$ cat config.mk
export PLATFORM = sky130hd
export DESIGN_NAME = recharge
export DESIGN_NICKNAME = d
export VERILOG_FILES = /design/src/rtl/recharge.sv
export SDC_FILE = /design/constraint.sdc
export NUM_CORES = 1
export LEC_CHECK = 0
export ABC_AREA = 1
export CELL_PAD_IN_SITES_DETAIL_PLACEMENT = 1
export CELL_PAD_IN_SITES_GLOBAL_PLACEMENT = 1
export CORE_MARGIN = 2
export CORE_UTILIZATION = 38
export CTS_CLUSTER_DIAMETER = 60
export DETAILED_ROUTE_END_ITERATION = 6
export PLACE_DENSITY = 0.84
export SETUP_SLACK_MARGIN = 0.15
export SLEW_MARGIN = 10
export SYNTH_ARGS = -nofsm -noshare
export SYNTH_HDL_FRONTEND = slang
export SYNTH_SLANG_ARGS = --single-unit
$ cat constraint.sdc
create_clock -name clk -period 3.3 [get_ports clk]
set_input_delay 0.495 -clock clk [delete_from_list [all_inputs] [get_ports clk]]
set_output_delay 0.495 -clock clk [all_outputs]
set_load 0.02 [all_outputs]
$ cat src/rtl/recharge.sv
// recharge -- balance top-up editor.
//
// The user enters a 3-digit BCD amount with three debounced buttons.
// The amount is then added to the current balance one digit per cycle.
// The result is published with a one-cycle write strobe.
//
// Ports
//   clk       system clock (only clock)
//   rst       synchronous, active-high reset
//   on        block enable; 0 forces IDLE and abandons any add in progress
//   bt_pos    pulse: start edit (IDLE) / advance cursor (EDIT)
//   u_pos     pulse: increment the digit under the cursor
//   d_pos     pulse: confirm the entered amount
//   bal_in    current balance, 3-digit BCD
//   bal_out   new balance, 3-digit BCD, held between writes
//   bal_we    write strobe
//   ovf       sticky: the last write saturated at 999
//   n0..n3    display codes, n0 leftmost (0-9 digit, 10 '-', 11 blank)
//   st_light  state LEDs
//   wt_light  EDIT countdown thermometer
//
// Write strobe protocol: bal_we is high for exactly one cycle per accepted
// confirm. bal_out and ovf are valid in that same cycle. There is no
// back-pressure, so the consumer must capture on the strobe.
//
// Every output is a register. Display and light values are computed from
// the next-state values, so the LEDs and digits always match the state
// the FSM is in.
module recharge #(
  parameter int TICK      = 100000000,
  parameter int TIMEOUT_S = 8,
  parameter int SHOW_S    = 2
) (
  input  logic        clk,
  input  logic        rst,
  input  logic        on,
  input  logic        bt_pos,
  input  logic        u_pos,
  input  logic        d_pos,
  input  logic [11:0] bal_in,
  output logic [11:0] bal_out,
  output logic        bal_we,
  output logic        ovf,
  output logic [3:0]  n0,
  output logic [3:0]  n1,
  output logic [3:0]  n2,
  output logic [3:0]  n3,
  output logic [7:0]  st_light,
  output logic [7:0]  wt_light
);

  localparam int SMAX = (TIMEOUT_S > SHOW_S) ? TIMEOUT_S : SHOW_S;
  localparam int CW   = $clog2(SMAX + 1);
  localparam int TW   = (TICK > 1) ? $clog2(TICK) : 1;

  localparam logic [CW-1:0] CNT_TO    = CW'(TIMEOUT_S);
  localparam logic [CW-1:0] CNT_SH    = CW'(SHOW_S);
  localparam logic [TW-1:0] TICK_LAST = TW'(TICK - 1);
  localparam logic [3:0]    BLANK     = 4'd11;

  typedef enum logic [2:0] {
    S_IDLE  = 3'd0,
    S_EDIT  = 3'd1,
    S_ADD   = 3'd2,
    S_WRITE = 3'd3,
    S_SHOW  = 3'd4
  } state_t;

  state_t        state, state_n;
  logic [11:0]   amt, amt_n;
  logic [1:0]    cursor, cursor_n;
  logic [CW-1:0] cnt, cnt_n;     // seconds left: EDIT timeout or SHOW hold
  logic [TW-1:0] tick, tick_n;
  logic [11:0]   snap, snap_n;   // bal_in captured on ADD entry
  logic [11:0]   res, res_n;
  logic [1:0]    idx, idx_n;     // digit being added, 0 = units
  logic          carry, carry_n;
  logic          sat, sat_n;

  logic [11:0]   bal_out_n;
  logic          bal_we_n, ovf_n;
  logic [3:0]    n0_n, n1_n, n2_n, n3_n;
  logic [7:0]    st_n, wt_n;

  // Working values for the current cycle's edit and add step.
  logic [3:0]    dig;
  logic [4:0]    sum;
  logic          cout;

  // Thermometer with min(c,8) low bits set.
  function automatic logic [7:0] therm(input logic [CW-1:0] c);
    logic [7:0] t;
    t = '0;
    for (int i = 0; i < 8; i++) t[i] = (int'(c) > i);
    return t;
  endfunction

  always_comb begin
    state_n   = state;
    amt_n     = amt;
    cursor_n  = cursor;
    cnt_n     = cnt;
    tick_n    = tick;
    snap_n    = snap;
    res_n     = res;
    idx_n     = idx;
    carry_n   = carry;
    sat_n     = sat;
    bal_out_n = bal_out;
    bal_we_n  = 1'b0;
    ovf_n     = ovf;
    dig       = amt[{cursor, 2'b00} +: 4];
    sum       = {1'b0, snap[{idx, 2'b00} +: 4]} + {1'b0, amt[{idx, 2'b00} +: 4]}
                + {4'b0, carry};
    cout      = 1'b0;
    if (sum > 5'd9) begin
      sum  = sum + 5'd6;
      cout = 1'b1;
    end

    case (state)
      S_IDLE: begin
        if (bt_pos) begin
          state_n  = S_EDIT;
          amt_n    = '0;
          cursor_n = '0;
          cnt_n    = CNT_TO;
          tick_n   = '0;
        end
      end
      S_EDIT: begin
        // The zero countdown is held for one cycle so the empty thermometer
        // is visible before the return to IDLE.
        if (cnt == '0) begin
          state_n = S_IDLE;
        end else if (d_pos) begin
          if (amt == '0) begin
            state_n = S_IDLE;
          end else begin
            state_n = S_ADD;
            snap_n  = bal_in;
            idx_n   = '0;
            carry_n = 1'b0;
            res_n   = '0;
          end
        end else if (bt_pos) begin
          cursor_n = (cursor == 2'd2) ? 2'd0 : cursor + 2'd1;
          cnt_n    = CNT_TO;
          tick_n   = '0;
        end else if (u_pos) begin
          amt_n[{cursor, 2'b00} +: 4] = (dig == 4'd9) ? 4'd0 : dig + 4'd1;
          cnt_n    = CNT_TO;
          tick_n   = '0;
        end else if (tick == TICK_LAST) begin
          tick_n = '0;
          cnt_n  = cnt - 1'b1;
        end else begin
          tick_n = tick + 1'b1;
        end
      end
      S_ADD: begin
        res_n[{idx, 2'b00} +: 4] = sum[3:0];
        carry_n = cout;
        idx_n   = idx + 2'd1;
        if (idx == 2'd2) begin
          state_n = S_WRITE;
          sat_n   = cout;
          if (cout) res_n = 12'h999;
        end
      end
      S_WRITE: begin
        bal_we_n  = 1'b1;
        bal_out_n = res;
        ovf_n     = sat;
        state_n   = S_SHOW;
        cnt_n     = CNT_SH;
        tick_n    = '0;
      end
      S_SHOW: begin
        if (tick == TICK_LAST) begin
          tick_n = '0;
          if (cnt <= 1) state_n = S_IDLE;
          else          cnt_n   = cnt - 1'b1;
        end else begin
          tick_n = tick + 1'b1;
        end
      end
      default: state_n = S_IDLE;
    endcase

    // Disable wins over everything: drop to IDLE and cancel any pending write.
    if (!on) begin
      state_n   = S_IDLE;
      bal_we_n  = 1'b0;
      bal_out_n = bal_out;
      ovf_n     = ovf;
    end

    n0_n = BLANK;
    n1_n = bal_in[11:8];
    n2_n = bal_in[7:4];
    n3_n = bal_in[3:0];
    st_n = 8'b0010_0000;
    wt_n = 8'h00;
    case (state_n)
      S_IDLE: begin
        st_n = 8'b0100_0000;
        wt_n = 8'hFF;
      end
      S_EDIT: begin
        n0_n = {2'b00, cursor_n};
        n1_n = amt_n[11:8];
        n2_n = amt_n[7:4];
        n3_n = amt_n[3:0];
        st_n = 8'b1000_0000;
        wt_n = therm(cnt_n);
      end
      S_ADD: begin
        n1_n = snap_n[11:8];
        n2_n = snap_n[7:4];
        n3_n = snap_n[3:0];
      end
      default: begin
        n1_n = res_n[11:8];
        n2_n = res_n[7:4];
        n3_n = res_n[3:0];
      end
    endcase
  end

  always_ff @(posedge clk) begin
    if (rst) begin
      state    <= S_IDLE;
      amt      <= '0;
      cursor   <= '0;
      cnt      <= CNT_TO;
      tick     <= '0;
      snap     <= '0;
      res      <= '0;
      idx      <= '0;
      carry    <= 1'b0;
      sat      <= 1'b0;
      bal_out  <= '0;
      bal_we   <= 1'b0;
      ovf      <= 1'b0;
      n0       <= BLANK;
      n1       <= BLANK;
      n2       <= BLANK;
      n3       <= BLANK;
      st_light <= '0;
      wt_light <= '0;
    end else begin
      state    <= state_n;
      amt      <= amt_n;
      cursor   <= cursor_n;
      cnt      <= cnt_n;
      tick     <= tick_n;
      snap     <= snap_n;
      res      <= res_n;
      idx      <= idx_n;
      carry    <= carry_n;
      sat      <= sat_n;
      bal_out  <= bal_out_n;
      bal_we   <= bal_we_n;
      ovf      <= ovf_n;
      n0       <= n0_n;
      n1       <= n1_n;
      n2       <= n2_n;
      n3       <= n3_n;
      st_light <= st_n;
      wt_light <= wt_n;
    end
  end

endmodule

==> impl_metrics.yaml, run 1 <==
power:
  pwr-share-comb_pct: 9.0
  p_per_area_nw_per_um2: 431.9
  p_sw_w: 0.0009540
  clock_power_share_pct: 51.4
  power.leakage_nw: 3.594
  p_sw_share_pct: 26.25
  irDropWorstVdd_v: 0.0004945
  p_seq_share_pct: 39.7
  p_int_w: 0.002680
  finalPower_w: 0.003634
logic_synthesis:
  yosys_most_used_dff: "dfxtp_1"
  ys_seq_area_share_pct: 33.52
  synth.distinct_cells: 49
  synthArstFlopShare_pct: 0
  synth_edf_count: 0
  syn_inst: 1040
  synth_common_cells: "280 x nand2_1, 122 x nor2_1, 119 x inv_1"
  netlist_area_um2: 6928
  synth_top_area_share_pct: 33.52
  synthTopCellsByArea: "dfxtp_1 34%, nand2_1 15%, nor2_1 6.6%"
  synth_most_common_cell: "nand2_1"
  synth_top_area_cell: "dfxtp_1"
  synth-seq-cells: 116
  avgSynthCellArea_um2: 6.661
  yosys_warnings: 0
setup_path:
  crit_start: "idx[0]"
  reg2reg_slack_ps: 240
  reg2reg_depth: 18
  worstPathCellList: "inv_2 -> a21oi_1 -> o21ai_0 -> o21ai_1 -> fa_2 -> fa_2 -> inv_1 -> ha_2 -> a21oi_2 -> nand2_2 -> nand2_4 -> nand2_1 -> nand2_2 -> o21ai_1 -> nand2_1 -> nand2_1 -> nand2_1 -> nand2_1"
  slowest_stage: "fa_2"
  rr_endpoint: "n3[3]"
  cp_num_buf_inv: 2
  reg2reg_from: "idx[0]"
  path_depth: 18
  start_kind: "flip-flop"
  arrival_ps: 3370
  max_stage_delay_ps: 580
  cp_top_family: "adder cells"
  cp-end-kind: "flip-flop"
  crit_fanout: 7
  cp-endpoint: "n3[3]"
  path_common_cell: "nand2_1"
  critPathKind: "flip-flop to flip-flop"
  required_ps: 3620
drt:
  vias: 7145
  first_iter_violations: 397
  first_pass_iters: 6
  wl_per_cell_um: 16.88
  route.detailed.drc: 0
  ant_nets: 0
  vias_per_cell: 5.289
  drt_wl_total_mm: 22.80
clock_network:
  htreeDepth: 4
  cts_tree: "yes"
  clk_transition_reported_paths_ps: 60
  cts.sinks: 116
  clockRootBuffer: "clkbuf_16"
  cts_buffer_depth: 2
  cts_buffers: 17
  holdBufCountCts: 0
  insertion_delay_ps: 430
floorplanning:
  io_pins: 64
  fp.dieH_um: 139.0
  die_area_um2: 19330
  start_util_pct: 38.70
  core_um2: 17900
  num_rows: 49
  die_w_um: 139.0
status:
  status: "finished clean"
sta:
  finalSetupViolCount: 0
  report.final.hold_viol_count: 0
  slew_headroom_pct: 48.18
  slew_violations: 0
  fmax_mhz: 327.2
  post-route-min-period_ps: 3056
  min_period_over_period_pct: 92.61
  fin_skew_ps: 9.363
  tightest_slew_ps: 777.2
  rsz0062_at_grt: "true"
global_route:
  grt_overflow: 0
  grt.total_usage_pct: 23.73
  grt_max_degree: 67
  grt_pass1_vias: 7307
  antenna_found_initial: 0
  grt_first_pass_wirelength_mm: 37.30
cells_and_area:
  diodes: 0
  utilization_pct: 47.01
  layout.nets: 1147
  nFillCells: 2329
  syn2layout_area_growth_pct: 21.47
  drive_gt1_share_pct: 13.99
place:
  gp_congestion: 0.9142
  portBuffers: 57
  hpwl_mm: 16.34
hold_path:
  min_path_type: "flip-flop to flip-flop"
  worstHoldStart: "bal_out[5]"
flow_run:
  cap_violations: 0
[sequential cells by signal, summed over array words and instances (netlist names), 4 cells and up]
register / flops
wt_light: 8
tick: 27
n2: 4
amt: 12
res: 12
n1: 4
n3: 4
bal_out: 12
cnt: 4
snap: 12
[power by group through the flow]
stage	logic [W]	registers [W]	clock network, W
6_report	0.000325	0.00144	0.00187
5_1_grt	0.000354	0.00144	0.00195
4_1_cts	0.000326	0.00144	0.00189
3_5_place_dp	0.000323	0.00147	0
3_3_place_gp	0.000317	0.00147	0
2_1_floorplan	0.000172	0.00150	0
[worst min-delay path by stage]
stage                            end  slack, ps  cells past startpoint
after floorplan             tick[23]        460                      2
after global placement    bal_out[4]        450                      2
after detailed placement  bal_out[4]        450                      2
after CTS                 bal_out[4]        460                      2
after global routing      bal_out[5]        490                      2
final                     bal_out[5]        460                      2
[logic make-up (layout without fill, tap and decap cells)]
| kind of cell | after synthesis | in the layout | synth area share (%) |
|---|---|---|---|
| xor+xnor | 8 | 8 | 1.011 |
| buf+inv | 163 | 240 | 9.771 |
| other cells | 1 | 6 | 0.05413 |
| compound gates | 151 | 151 | 12.55 |
| simple gates | 581 | 581 | 39.26 |
| flops | 116 | 116 | 33.52 |
| fa+ha+maj | 20 | 20 | 3.829 |
[worst reg2reg max path, stage by stage, from the launching register on]
cell and delay (ps):
dfxtp_4 360, inv_2 100, a21oi_1 70, o21ai_0 70, o21ai_1 110, fa_2 400
fa_2 580, inv_1 60, ha_2 190, a21oi_2 120, nand2_2 100, nand2_4 110
nand2_1 120, nand2_2 110, o21ai_1 90, nand2_1 130, nand2_1 90, nand2_1 80
nand2_1 50
[layer usage]
layer | vias up | GRT usage [%] | share of wire [%]
li1 | 3462 | - | -
met1 | 3464 | 29.94 | 45
met2 | 173 | 40.39 | 48
met3 | 46 | 4.523 | 4.2
met4 | 0 | 8.666 | 3.0
met5 | - | 0 | 0
[stage by stage]
step                setup WS [ps]  hold WS [ps]  instance area [um2]  setup TNS [ps]  instances
CTS                         194.4         463.7                 8374               0       1349
finish                      244.0         461.7                 8416               0       1351
global route                70.00         485.7                 8416               0       1351
floorplan                   182.4         462.4                 6947               0       1045
detailed placement         -82.82         453.7                 7742          -199.2       1316
global placement            149.9         452.0                 7742               0       1316
[cell type report]
| cell class | instances | area (um2) | area share [%] |
|---|---|---|---|
| Tap cell | 229 | 286.5 | 3.405 |
| Timing Repair Buffer | 76 | 708.2 | 8.415 |
| Clock inverter | 14 | 155.1 | 1.844 |
| Inverter | 132 | 503.0 | 5.977 |
| Clock buffer | 18 | 439.2 | 5.219 |
| Multi-Input combinational cell | 766 | 3996 | 47.49 |
| Sequential cell | 116 | 2327 | 27.65 |
[cells in the final DEF, fill, tap and decap left out, types with 11 or more instances in the layout]
master,instances
o21ai_1,12
nor2_4,11
clkdlybuf4s50_1,56
nand2_2,25
nor2_1,122
ha_1,17
nand4_1,21
o21ai_0,38
inv_1,117
buf_4,19
dfxtp_1,114
a21oi_1,65
nand2_1,275
nand3_1,75
clkbuf_16,17
[timing repair]
| item | CTS | global route |
|---|---|---|
| pin swaps | 1 | 4 |
| setup endpoints to repair | 23 | 22 |
| gates resized for setup | 11 | 13 |
| setup buffers | 1 | 2 |
Note: power is estimated with default switching activity, not from simulation.
==> run 2, diff against run 1 <==
- CORE_UTILIZATION: 38 -> 35
- PLACE_DENSITY: 0.84 -> 0.78
==> impl_metrics.yaml, run 2 (synthesis gave the netlist of run 1 again) <==
clock_network:
  htreeDepth: 4
  cts_tree: "yes"
  cts.sinks: 116
  cts_buffer_depth: 2
  clockRootBuffer: "clkbuf_16"
  cts_buffers: 17
  clk_transition_reported_paths_ps: 60
  insertion_delay_ps: 430
power:
  p_int_w: 0.002672
  p_seq_share_pct: 39.5
  p_sw_share_pct: 26.79
  pwr-share-comb_pct: 8.9
  finalPower_w: 0.003650
  irDropWorstVdd_v: 0.0003866
  p_sw_w: 0.0009778
  power.leakage_nw: 3.597
  clock_power_share_pct: 51.7
  p_per_area_nw_per_um2: 431.7
sta:
  post-route-min-period_ps: 3107
  tightest_slew_ps: 760.3
  slew_headroom_pct: 49.31
  min_period_over_period_pct: 94.14
  rsz0062_at_grt: "true"
  fmax_mhz: 321.9
  fin_skew_ps: 9.735
  finalSetupTns_ps: 0
  slew_violations: 0
  finalSetupViolCount: 0
  report.final.hold_viol_count: 0
drt:
  vias: 6988
  first_pass_iters: 5
  vias_per_cell: 5.035
  top_layer: "met4"
  wl_per_cell_um: 16.08
  ant_nets: 0
  route.detailed.drc: 0
  wl_met1_mm: 10.39
  wl_met2_mm: 10.73
  wl_met3_um: 661
  drt_wl_total_mm: 22.31
  first_iter_violations: 311
floorplanning:
  core_um2: 19460
  die_area_um2: 20940
  start_util_pct: 35.60
  fp.dieH_um: 144.7
  io_pins: 64
  num_rows: 51
  die_w_um: 144.7
cells_and_area:
  regMostFlops: "tick"
  syn2layout_area_growth_pct: 22.05
  final_cell_mix: "277 x nand2_1, 122 x nor2_1, 117 x inv_1"
  diodes: 0
  drive_gt1_share_pct: 13.80
  final_common_cell: "nand2_1"
  largest_register_ffs: 27
  regArea_um2: 2327
  multi_input_area_um2: 3984
  nFillCells: 2521
  layout.nets: 1148
global_route:
  grt_overflow: 0
  grt_max_degree: 67
  antenna_found_initial: 0
  grt.total_usage_pct: 21.99
  grt_first_pass_wirelength_mm: 36.09
  grt_pass1_vias: 7162
hold_path:
  min_path_type: "flip-flop to flip-flop"
setup_path:
  critPathKind: "flip-flop to flip-flop"
  crit_fanout: 8
  start_kind: "flip-flop"
  cp-end-kind: "flip-flop"
  arrival_ps: 3380
  required_ps: 3570
status:
  status: "finished clean"
place:
  gp_congestion: 0.9172
  portBuffers: 57
  hpwl_mm: 16.33
flow_run:
  cap_violations: 0
## run 2: cell count changes in the layout (fill, tap and decap cells not counted), sizes merged
cell,before,now
clkinv,8,9
clkbuf,18,17
buf,20,21
clkinvlp,5,1
inv,131,135
## run 2: area by class of cell
type	instances	area share, %
Clock buffer	17	5.031
Clock inverter	15	1.998
Inverter	132	5.949
Multi-Input combinational cell	766	47.11
Sequential cell	116	27.52
Tap cell	265	3.921
Timing Repair Buffer	77	8.464
## run 2: per-stage QoR
step | instances | hold slack [ps] | cell area [um2] | utilization, % | worst slack, ps
final | 1388 | 462.6 | 8456 | 43.45 | 193.4
after global routing | 1388 | 485.4 | 8456 | 43.45 | 10.61
after CTS | 1386 | 465.5 | 8416 | 43.24 | 127.8
after detailed placement | 1354 | 454.9 | 7802 | 40.09 | -130.1
after global placement | 1354 | 453.0 | 7802 | 40.09 | 80.24
after floorplan | 1045 | 462.4 | 6947 | - | 182.4
## run 2: per-layer routing
layer  GRT usage (%)  vias to the layer above
met5               0                        -
li1                -                     3474
met1           28.01                     3358
met2           37.22                      118
met3           3.949                       38
met4           8.125                        0
## run 2: timing repair
item | CTS | global route
hold buffers | 0 | 0
setup endpoints to repair | 24 | 24
gates resized for setup | 9 | 11
pin swaps | 0 | 2
buffers inserted | 0 | 2
## run 2: power groups by stage
stage / combinational (W) / sequential (W) / clock [W]
2_1_floorplan: 0.000172 / 0.00150 / 0
3_3_place_gp: 0.000319 / 0.00147 / 0
3_5_place_dp: 0.000322 / 0.00147 / 0
4_1_cts: 0.000325 / 0.00144 / 0.00191
5_1_grt: 0.000354 / 0.00144 / 0.00197
6_report: 0.000323 / 0.00144 / 0.00189
## run 2: path summary, 6_finish.rpt
check                   from         end  slack, ps  cells past startpoint
setup reg to reg      idx[0]       n1[0]        190                     16
setup / recovery      idx[0]       n1[0]        190                     16
hold / removal    bal_out[8]  bal_out[8]        460                      2
hold reg to reg   bal_out[8]  bal_out[8]        460                      2
## run 2: worst max-delay path: stages (launching register included)
cell	delay, ps
dfxtp_4	380
inv_4	60
o21ai_0	210
o21ai_1	140
fa_2	400
fa_2	390
xnor2_2	190
ha_1	220
a21oi_1	50
nand2_1	130
nand2_4	100
nand2_2	140
inv_2	90
o21ai_0	160
o21ai_0	130
nand2_1	80
nand4_1	70
==> run 3, diff against run 2 <==
- CORE_MARGIN: 2 -> 4
- CORE_UTILIZATION: 35 -> 38
- PLACE_DENSITY: 0.78 -> 0.84
==> impl_metrics.yaml, run 3 (synthesis gave the netlist of run 1 again) <==
drt:
  first_iter_violations: 418
  wl_met1_mm: 10.10
  wl_met2_mm: 11.04
  wl_per_cell_um: 16.77
  vias: 7108
  ant_nets: 0
  vias_per_cell: 5.265
  drt_wl_total_mm: 22.64
  route.detailed.drc: 0
  first_pass_iters: 5
  top_layer: "met4"
  wl_met3_um: 857
floorplanning:
  die_w_um: 143.0
  die_area_um2: 20460
  num_rows: 49
  core_um2: 17960
  start_util_pct: 38.57
  io_pins: 64
  fp.dieH_um: 143.0
cells_and_area:
  diodes: 0
  drive_gt1_share_pct: 14.09
  design_area_um2: 8436
  syn2layout_area_growth_pct: 21.76
  final_cell_mix: "276 x nand2_1, 122 x nor2_1, 116 x inv_1"
  largest_register_ffs: 27
  regMostFlops: "tick"
  layout.nets: 1146
  final_common_cell: "nand2_1"
clock_network:
  htreeDepth: 4
  clockRootBuffer: "clkbuf_16"
  clk_transition_reported_paths_ps: 60
  cts.sinks: 116
  cts_buffers: 17
  cts_buffer_depth: 2
  holdBufCountCts: 0
  insertion_delay_ps: 420
  cts_tree: "yes"
setup_path:
  cp_num_buf_inv: 2
  reg2reg_from: "idx[0]"
  crit_fanout: 7
  cp-end-kind: "flip-flop"
  start_kind: "flip-flop"
  crit_start: "idx[0]"
  required_ps: 3580
  slowest_stage: "fa_2"
  max_stage_delay_ps: 550
  arrival_ps: 3280
  critPathKind: "flip-flop to flip-flop"
  path_common_cell: "nand2_1"
  worstPathCellList: "inv_4 -> a21oi_1 -> o21ai_1 -> o21ai_2 -> fa_2 -> fa_2 -> inv_1 -> ha_2 -> a21oi_1 -> nand2_1 -> nand2_4 -> nand2_1 -> nand3_1 -> nand2_1 -> nand2_1 -> nand2_1 -> nand2_1 -> a21oi_2"
  cp_top_family: "adder cells"
sta:
  finalSetupViolCount: 0
  report.final.hold_viol_count: 0
  post-route-min-period_ps: 3000
  whs_ps: 464.7
  tightest_slew_ps: 745.7
  rsz0062_at_grt: "false"
  fin_skew_ps: 8.624
  min_period_over_period_pct: 90.90
  slew_violations: 0
  fmax_mhz: 333.4
  slew_headroom_pct: 50.29
global_route:
  antenna_found_initial: 0
  grt_overflow: 0
  grt.total_usage_pct: 22.56
  grt_max_degree: 67
  grt_pass1_vias: 7320
  grt_first_pass_wirelength_mm: 36.83
power:
  p_sw_share_pct: 25.68
  p_seq_share_pct: 39.2
  irDropWorstVdd_v: 0.0003774
  p_int_w: 0.002736
  clock_power_share_pct: 52.1
  p_sw_w: 0.0009454
  power.leakage_nw: 3.599
  pwr-share-comb_pct: 8.8
  p_per_area_nw_per_um2: 436.4
place:
  hpwl_mm: 16.49
  dpl_cell_area_um2: 7735
  gp_congestion: 0.9003
  portBuffers: 57
flow_run:
  cap_violations: 0
hold_path:
  min_path_type: "flip-flop to flip-flop"
  worstHoldStart: "bal_out[9]"
status:
  status: "finished clean"
## run 3: worst reg2reg max path: cells and delay by family, from the launching register on
kind                     cells  cell delay (ps)
AO/OA/AOI/OAI                5              470
adder cells (fa/ha/maj)      3             1120
buffers and inverters        2              140
flip-flops                   1              370
AND/OR/NAND/NOR              8              780
## run 3: routing by layer
metal / up-vias / global-route usage (%)
met5: - / 0
met4: 0 / 8.054
met3: 48 / 4.823
met2: 144 / 38.43
met1: 3450 / 28.14
li1: 3466 / -
## run 3: cell type report
class / instances / area, um2
Clock buffer: 18 / 429.2
Clock inverter: 14 / 176.4
Fill cell: 2363 / 9528
Inverter: 132 / 505.5
Multi-Input combinational cell: 766 / 4010
Sequential cell: 116 / 2327
Tap cell: 229 / 286.5
Timing Repair Buffer: 75 / 700.7
## run 3: repair_timing
action / CTS / global route
gates cloned: 0 / 0
setup buffers: 0 / 3
pin swaps: 1 / 4
resized for setup: 10 / 22
setup endpoints to repair: 23 / 25
## run 3: worst paths after layout
| path | endpoint | slack, ps | cells past startpoint |
|---|---|---|---|
| max reg2reg | n3[2] | 300 | 18 |
| min reg2reg | bal_out[9] | 460 | 2 |
| min | bal_out[9] | 460 | 2 |
| max | n3[2] | 300 | 18 |
## run 3: metrics by stage
stage	setup WS, ps	setup TNS [ps]	instances	utilization (%)	power, W
final	300.3	0	1350	46.96	0.003681
after global routing	65.30	0	1350	46.96	0.003810
after CTS	164.3	0	1347	46.56	0.003711
after detailed placement	-74.79	-281.3	1315	43.06	0.001793
after global placement	144.9	0	1315	43.06	0.001788
after floorplan	182.4	0	1045	-	0.001672
## run 3: power by group through the flow
stage | clock network [W] | logic (W) | registers (W)
floorplan | 0 | 0.000172 | 0.00150
detailed placement | 0 | 0.000319 | 0.00147
CTS | 0.00194 | 0.000324 | 0.00144
global placement | 0 | 0.000315 | 0.00147
finish | 0.00192 | 0.000322 | 0.00144
global route | 0.00201 | 0.000350 | 0.00144
